## config.mk

```make
export PLATFORM = sky130hd
export DESIGN_NAME = hilo_mdu
export DESIGN_NICKNAME = d
export VERILOG_FILES = /design/src/rtl/hilo_mdu_pkg.sv /design/src/rtl/mdu_iter_core.sv /design/src/rtl/hilo_mdu.sv
export SDC_FILE = /design/constraint.sdc
export NUM_CORES = 1
export LEC_CHECK = 0
export CAP_MARGIN = 5
export CORE_MARGIN = 2
export CORE_UTILIZATION = 45
export CTS_BUF_LIST = sky130_fd_sc_hd__clkbuf_4
export DETAILED_ROUTE_END_ITERATION = 8
export RECOVER_POWER = 50
export SLEW_MARGIN = 15
export SYNTH_ARGS = -nofsm -noshare
export SYNTH_HDL_FRONTEND = slang
export SYNTH_SLANG_ARGS = --single-unit
```

## constraint.sdc

```tcl
create_clock -name clk -period 5.5 [get_ports clk]
set_input_delay 0.825 -clock clk [delete_from_list [all_inputs] [get_ports clk]]
set_output_delay 0.825 -clock clk [all_outputs]
set_load 0.02 [all_outputs]
```

## src/rtl/hilo_mdu_pkg.sv

```systemverilog
// Shared op codes and latched-operation control for the HI/LO multiply/divide unit.
// SIG_ALU_* codes sit beside the existing ALU_MTHI/ALU_MTLO encodings.
package hilo_mdu_pkg;

  localparam logic [4:0] ALU_MTHI      = 5'd14;
  localparam logic [4:0] ALU_MTLO      = 5'd15;
  localparam logic [4:0] SIG_ALU_MULT  = 5'd24;
  localparam logic [4:0] SIG_ALU_MULTU = 5'd25;
  localparam logic [4:0] SIG_ALU_DIV   = 5'd26;
  localparam logic [4:0] SIG_ALU_DIVU  = 5'd27;

  // Captured at start: what the FIX cycle must do to the raw magnitude result.
  typedef struct packed {
    logic is_div;
    logic neg_q;   // negate quotient (div) or full product (mul)
    logic neg_r;   // negate remainder: follows dividend sign
    logic divz;    // divisor was zero
  } mdu_ctl_t;

  function automatic logic is_muldiv(input logic [4:0] op);
    return (op == SIG_ALU_MULT) || (op == SIG_ALU_MULTU) ||
           (op == SIG_ALU_DIV)  || (op == SIG_ALU_DIVU);
  endfunction

  function automatic logic is_signed_op(input logic [4:0] op);
    return (op == SIG_ALU_MULT) || (op == SIG_ALU_DIV);
  endfunction

endpackage

```

## src/rtl/mdu_iter_core.sv

```systemverilog
// Shared 2W-bit shift register with one add/subtract per step: shift-add multiply or
// restoring divide on magnitudes; one step per cycle, W steps, last_o flags the final one.
module mdu_iter_core #(
  parameter int W = 32
) (
  input  logic           clk,
  input  logic           rst,
  input  logic           load_i,
  input  logic           step_i,
  input  logic           is_div_i,
  input  logic [W-1:0]   opa_i,
  input  logic [W-1:0]   opb_i,
  output logic [2*W-1:0] acc_o,
  output logic           last_o
);

  localparam int CW = $clog2(W);

  logic [2*W-1:0] acc_q, acc_d;
  logic [W-1:0]   b_q;
  logic [CW-1:0]  cnt_q;
  logic           div_q;
  logic [W+1:0]   add_l, add_r, sum;

  // One adder serves both: divide subtracts the divisor from the shifted partial
  // remainder (sum MSB set means borrow), multiply adds the multiplicand when LSB is set.
  always_comb begin
    if (div_q) begin
      add_l = {1'b0, acc_q[2*W-1:W-1]};
      add_r = ~{2'b00, b_q};
    end else begin
      add_l = {2'b00, acc_q[2*W-1:W]};
      add_r = acc_q[0] ? {2'b00, b_q} : '0;
    end
    sum = add_l + add_r + {{(W+1){1'b0}}, div_q};

    if (div_q) begin
      if (sum[W+1])
        acc_d = {acc_q[2*W-2:0], 1'b0};
      else
        acc_d = {sum[W-1:0], acc_q[W-2:0], 1'b1};
    end else begin
      acc_d = {sum[W:0], acc_q[W-1:1]};
    end
  end

  always_ff @(posedge clk) begin
    if (rst) begin
      acc_q <= '0;
      b_q   <= '0;
      cnt_q <= '0;
      div_q <= 1'b0;
    end else if (load_i) begin
      acc_q <= {{W{1'b0}}, opa_i};
      b_q   <= opb_i;
      cnt_q <= '0;
      div_q <= is_div_i;
    end else if (step_i) begin
      acc_q <= acc_d;
      cnt_q <= cnt_q + 1'b1;
    end
  end

  assign acc_o  = acc_q;
  assign last_o = (cnt_q == CW'(W - 1));

endmodule

```

## src/rtl/hilo_mdu.sv

```systemverilog
// HI/LO multiply/divide unit: 34-cycle stall for mul/div (2 for mul with HILO_MDU_FAST_MULT_EN),
// MTHI/MTLO in one edge; holds the pipeline via combinational stall, ignores start while busy.
module hilo_mdu
  import hilo_mdu_pkg::*;
#(
  parameter int WIDTH = 32
) (
  input  logic             clk,
  input  logic             rst,
  input  logic [WIDTH-1:0] a,
  input  logic [WIDTH-1:0] b,
  input  logic [4:0]       op,
  input  logic             start,
  input  logic             flush,
  output logic             stall,
  output logic             done,
  output logic [WIDTH-1:0] hi_o,
  output logic [WIDTH-1:0] lo_o
);

  localparam logic [1:0] S_IDLE = 2'd0;
  localparam logic [1:0] S_CALC = 2'd1;
  localparam logic [1:0] S_FIX  = 2'd2;

  logic [1:0]         state_q, state_d;
  logic [WIDTH-1:0]   hi_q, hi_d, lo_q, lo_d;
  logic [WIDTH-1:0]   araw_q, araw_d;
  logic               done_q, done_d;
  mdu_ctl_t           ctl_q, ctl_d;

  logic               op_md, op_div, op_sgn;
  logic               a_neg, b_neg;
  logic [WIDTH-1:0]   abs_a, abs_b;
  logic               load, last;
  logic [2*WIDTH-1:0] acc, mul_res;
  logic [WIDTH-1:0]   quo, rem, div_lo, div_hi;

  assign op_md  = is_muldiv(op);
  assign op_div = (op == SIG_ALU_DIV) || (op == SIG_ALU_DIVU);
  assign op_sgn = is_signed_op(op);
  assign a_neg  = op_sgn & a[WIDTH-1];
  assign b_neg  = op_sgn & b[WIDTH-1];
  assign abs_a  = a_neg ? (~a + 1'b1) : a;
  assign abs_b  = b_neg ? (~b + 1'b1) : b;
  assign load   = (state_q == S_IDLE) & start & op_md & ~flush;

  mdu_iter_core #(.W(WIDTH)) u_core (
    .clk      (clk),
    .rst      (rst),
    .load_i   (load),
    .step_i   (state_q == S_CALC),
    .is_div_i (op_div),
    .opa_i    (abs_a),
    .opb_i    (abs_b),
    .acc_o    (acc),
    .last_o   (last)
  );

`ifdef HILO_MDU_FAST_MULT_EN
  logic [2*WIDTH-1:0] fast_prod_q;
  logic [2*WIDTH-1:0] ext_a, ext_b;

  // Sign-extending to 2W makes the low 2W bits of a plain multiply the signed product.
  assign ext_a = {{WIDTH{a_neg}}, a};
  assign ext_b = {{WIDTH{b_neg}}, b};

  always_ff @(posedge clk) begin
    if (rst)
      fast_prod_q <= '0;
    else if (load & ~op_div)
      fast_prod_q <= ext_a * ext_b;
  end

  assign mul_res = fast_prod_q;
`else
  assign mul_res = ctl_q.neg_q ? (~acc + 1'b1) : acc;
`endif

  assign quo    = acc[WIDTH-1:0];
  assign rem    = acc[2*WIDTH-1:WIDTH];
  assign div_lo = ctl_q.divz ? '1     : (ctl_q.neg_q ? (~quo + 1'b1) : quo);
  assign div_hi = ctl_q.divz ? araw_q : (ctl_q.neg_r ? (~rem + 1'b1) : rem);

  always_comb begin
    state_d = state_q;
    hi_d    = hi_q;
    lo_d    = lo_q;
    araw_d  = araw_q;
    ctl_d   = ctl_q;
    done_d  = 1'b0;

    if (flush) begin
      state_d = S_IDLE;
    end else begin
      case (state_q)
        S_IDLE: begin
          if (start) begin
            if (op_md) begin
              ctl_d.is_div = op_div;
              ctl_d.neg_q  = a_neg ^ b_neg;
              ctl_d.neg_r  = a_neg;
              ctl_d.divz   = (b == '0);
              araw_d       = a;
`ifdef HILO_MDU_FAST_MULT_EN
              state_d      = op_div ? S_CALC : S_FIX;
`else
              state_d      = S_CALC;
`endif
            end else if (op == ALU_MTHI) begin
              hi_d = a;
            end else if (op == ALU_MTLO) begin
              lo_d = a;
            end
          end
        end
        S_CALC: begin
          if (last)
            state_d = S_FIX;
        end
        S_FIX: begin
          if (ctl_q.is_div) begin
            hi_d = div_hi;
            lo_d = div_lo;
          end else begin
            hi_d = mul_res[2*WIDTH-1:WIDTH];
            lo_d = mul_res[WIDTH-1:0];
          end
          done_d  = 1'b1;
          state_d = S_IDLE;
        end
        default: state_d = S_IDLE;
      endcase
    end
  end

  always_ff @(posedge clk) begin
    if (rst) begin
      state_q <= S_IDLE;
      hi_q    <= '0;
      lo_q    <= '0;
      araw_q  <= '0;
      ctl_q   <= '0;
      done_q  <= 1'b0;
    end else begin
      state_q <= state_d;
      hi_q    <= hi_d;
      lo_q    <= lo_d;
      araw_q  <= araw_d;
      ctl_q   <= ctl_d;
      done_q  <= done_d;
    end
  end

  assign stall = (state_q != S_IDLE) | (start & op_md & (state_q == S_IDLE));
  assign done  = done_q;
  assign hi_o  = hi_q;
  assign lo_o  = lo_q;

endmodule

```

==> results of run 1 <==
## layer usage
metal | routed length [um] | track usage [%]
met5 | 0 | 0
met4 | 2470 | 13.6
met3 | 4450 | 4.18
met2 | 25200 | 50.2
met1 | 25200 | 43.5
## registers in the layout, summed over array words and instances (netlist names)
name and flops:
u_core.acc_o 64, araw_q 32, hi_o 32, lo_o 32
u_core.b_q 32, u_core.cnt_q 5, ctl_q 4, state_q 2
done 1, u_core.div_q 1
## metrics by stage
step / total power [mW] / cells / worst slack [ps]
finish: 3.48 / 2608 / 684
CTS: 3.49 / 2607 / 1110
global route: 3.61 / 2608 / 432
global placement: 2.07 / 2508 / 1350
detailed placement: 2.08 / 2508 / 1170
floorplan: 1.86 / 2083 / 1220
## worst max-delay path, cell delays in order, from the launching register on
cell and delay, ps:
dfxtp_1 310, clkbuf_1 1450, nand2_1 870, nand2_1 520, clkbuf_1 850, o221ai_1 440, a21oi_1 240
## cells by family after synthesis
family | Yosys count | synth area share (%)
muxes | 67 | 4.69
AOI/OAI and AO/OA | 705 | 29.5
buffers and inverters | 223 | 5.68
and+or+nand+nor | 708 | 21.7
xor gates and xnor gates | 136 | 7.89
adders and majority gates | 39 | 3.33
DFF | 205 | 27.2
## worst max-delay path by stage
stage	endpoint	start	depth (start not counted)	slack (ps)
3_5_place_dp	u_core.acc_o[32]	u_core.div_q	12	1170
3_3_place_gp	u_core.acc_o[46]	u_core.div_q	12	1350
4_1_cts	u_core.acc_o[46]	u_core.div_q	12	1110
5_1_grt	lo_o[0]	ctl_q[3]	6	430
2_1_floorplan	u_core.acc_o[34]	u_core.div_q	16	1220
6_report	lo_o[0]	ctl_q[3]	6	680
## layout by cell type, fill, tap and decap left out, drive strengths merged, types with 24 or more instances in the layout
cell type and count:
dlygate4sd3 68, o31ai 31, xor2 60, mux2i 37
mux2 30, a211oi 54, ha 37, a221oi 24
nand2 293, nand3 28, o221ai 30, o21ai 181
buf 33, clkbuf 95, o211ai 26, xnor2 76
dfxtp 205, nor3 72, a21oi 223, nor2 166
clkdlybuf4s50 69
## power breakdown
| part | switching [mW] | leakage, nW | internal, mW | total, mW |
|---|---|---|---|---|
| sequential | 0.0387 | 1.66 | 1.51 | 1.55 |
| combinational | 0.339 | 4.07 | 0.171 | 0.510 |
| clock | 0.698 | 0.431 | 0.729 | 1.43 |
| total | 1.08 | 6.16 | 2.41 | 3.48 |
## final cells by class
class                           instances  area, um^2
Fill cell                            3419       16000
Clock buffer                           89         668
Antenna cell                            1        2.50
Clock inverter                         10        48.8
Sequential cell                       205        4110
Timing Repair Buffer                  176        1640
Tap cell                              448         561
Inverter                               24        90.1
Multi-Input combinational cell       1655       10200
==> results.md, run 1 <==
- Status: finished with violations
- Failing checks: max-capacitance violations, max-slew violations
- DRT Pass-1 Iters: 5
- Dpl cell area: 16,600 um^2
- Reg-to-reg slack, setup: 680 ps
- Synthesis-stage register bit count: 205
- Fin. Hold Viols: 0
- Worst Hold Depth: 2
- Per-cell routed wire length: 22.0 um
- CORE AREA: 33,300 um^2
- Clk sink count: 205
- CP startpoint kind: register
- Aggregate global routing overflow: 0
- Post-synth cell types: 84
- Max cap viols: 4
- Share of the synthesized area in the top cell type: 27.2%
- FF-to-FF Start: ctl_q[3]
- Fin crit share: 87.6%
- Routed WL: 57,400 um
- Cells after Synth: 2,083
- Residual DRC: 0
- Sequential area share after synthesis: 27.2%
- Num CTS Buffers: 58
- H-tree depth: 2
- WHS: 446 ps
- Die ar.: 35,000 um^2
- CTS tree: done
- Layout area overhead: 14.6%
- Worst Reg-to-Reg Cells: 6
- Slew Limit Fails: 205
- Clock root cell: clkbuf_4
- Highest Clock Rate: 208 MHz
- CTS clk-pin slew, worst paths: 70 ps
- Vias in the first global route: 14.8k
- Num rows: 67
- Most used DFF post-synth: dfxtp_1
- Synth Warn #: 0
- Share of cells above drive strength 1: 8.80%
- Starting Density: 45.3%
- Period minus WS final: 4820 ps
- Hold Path Class: reg -> reg
- Critical Path RT: 6140 ps
- Most frequent cells after synthesis: 293 x nand2_1, 223 x a21oi_1, 205 x dfxtp_1
- Post-synth ARST share: 0%
- Synthesized area: 15,100 um^2
- Global-route wire length before repair: 87,600 um
- Largest net degree at the start of global routing: 64
- End of the worst hold path: lo_o[11]
- Post-DRT Antenna Nets: 0
- Worst-Skew Late Latency: 780 ps
- Lkg Pwr: 6.16 nW
- Die Span X: 187 um
- GR Util All Layers: 31.8%
- Count leader, synth: nand2_1
- I/O pin count: 139
- Worst-margin pin slew: 2610 ps
- Slew headroom: -74.3%
- Arrival time worst endpoint: 5460 ps
- PwrDens: 201 nW/um^2
- EDFF count, synth: 0
- TNS Setup: 0 ps
- Number of hold buffers added after cts: 0
- Clock buffer depth: 3
- Cts repair resizes: 0
- Cell area after layout: 17,300 um^2
- Via-to-Cell Ratio: 6.18
- R2R Path End: lo_o[0]
- Synth top area cells: dfxtp_1 27%, a21oi_1 7.4%, nand2_1 7.3%
- CP Capture Type: register
- Syn Nets: 2,195
- Nets: 2,232
- Mean Syn Cell Area: 7.24 um^2
- Initial antenna violation count: 1
- DR vias: 16.1k
- Setup Skew: 72.5 ps
- Util after Layout: 51.9%
- Dpl hpwl: 41,200 um
- Initial DRC Count: 1,535
- Area leader, netlist: dfxtp_1
- Beginning of the worst hold path: lo_o[11]
- Crit path kind: reg -> reg
- Peak VDD IR: 130 uV
- GPL Wtd Cong: 0.933
- Final setup fails: 0
- Post-CTS Setup Inserts: 0
- RSZ-0062 raised after global routing: false
- DIE HEIGHT: 187 um
- CP max FO: 41
- IO buf count: 138
Note: power is estimated with default switching activity, not from simulation.
==> run 2, diff against run 1 <==
--- a/config.mk
+++ b/config.mk
@@ -10,6 +10,7 @@
 export CORE_UTILIZATION = 45
 export CTS_BUF_LIST = sky130_fd_sc_hd__clkbuf_4
 export DETAILED_ROUTE_END_ITERATION = 8
+export GPL_TIMING_DRIVEN = 1
 export RECOVER_POWER = 50
 export SLEW_MARGIN = 15
 export SYNTH_ARGS = -nofsm -noshare
==> results of run 2 <==
The final DEF is identical to that of run 1; final timing and power are the same.
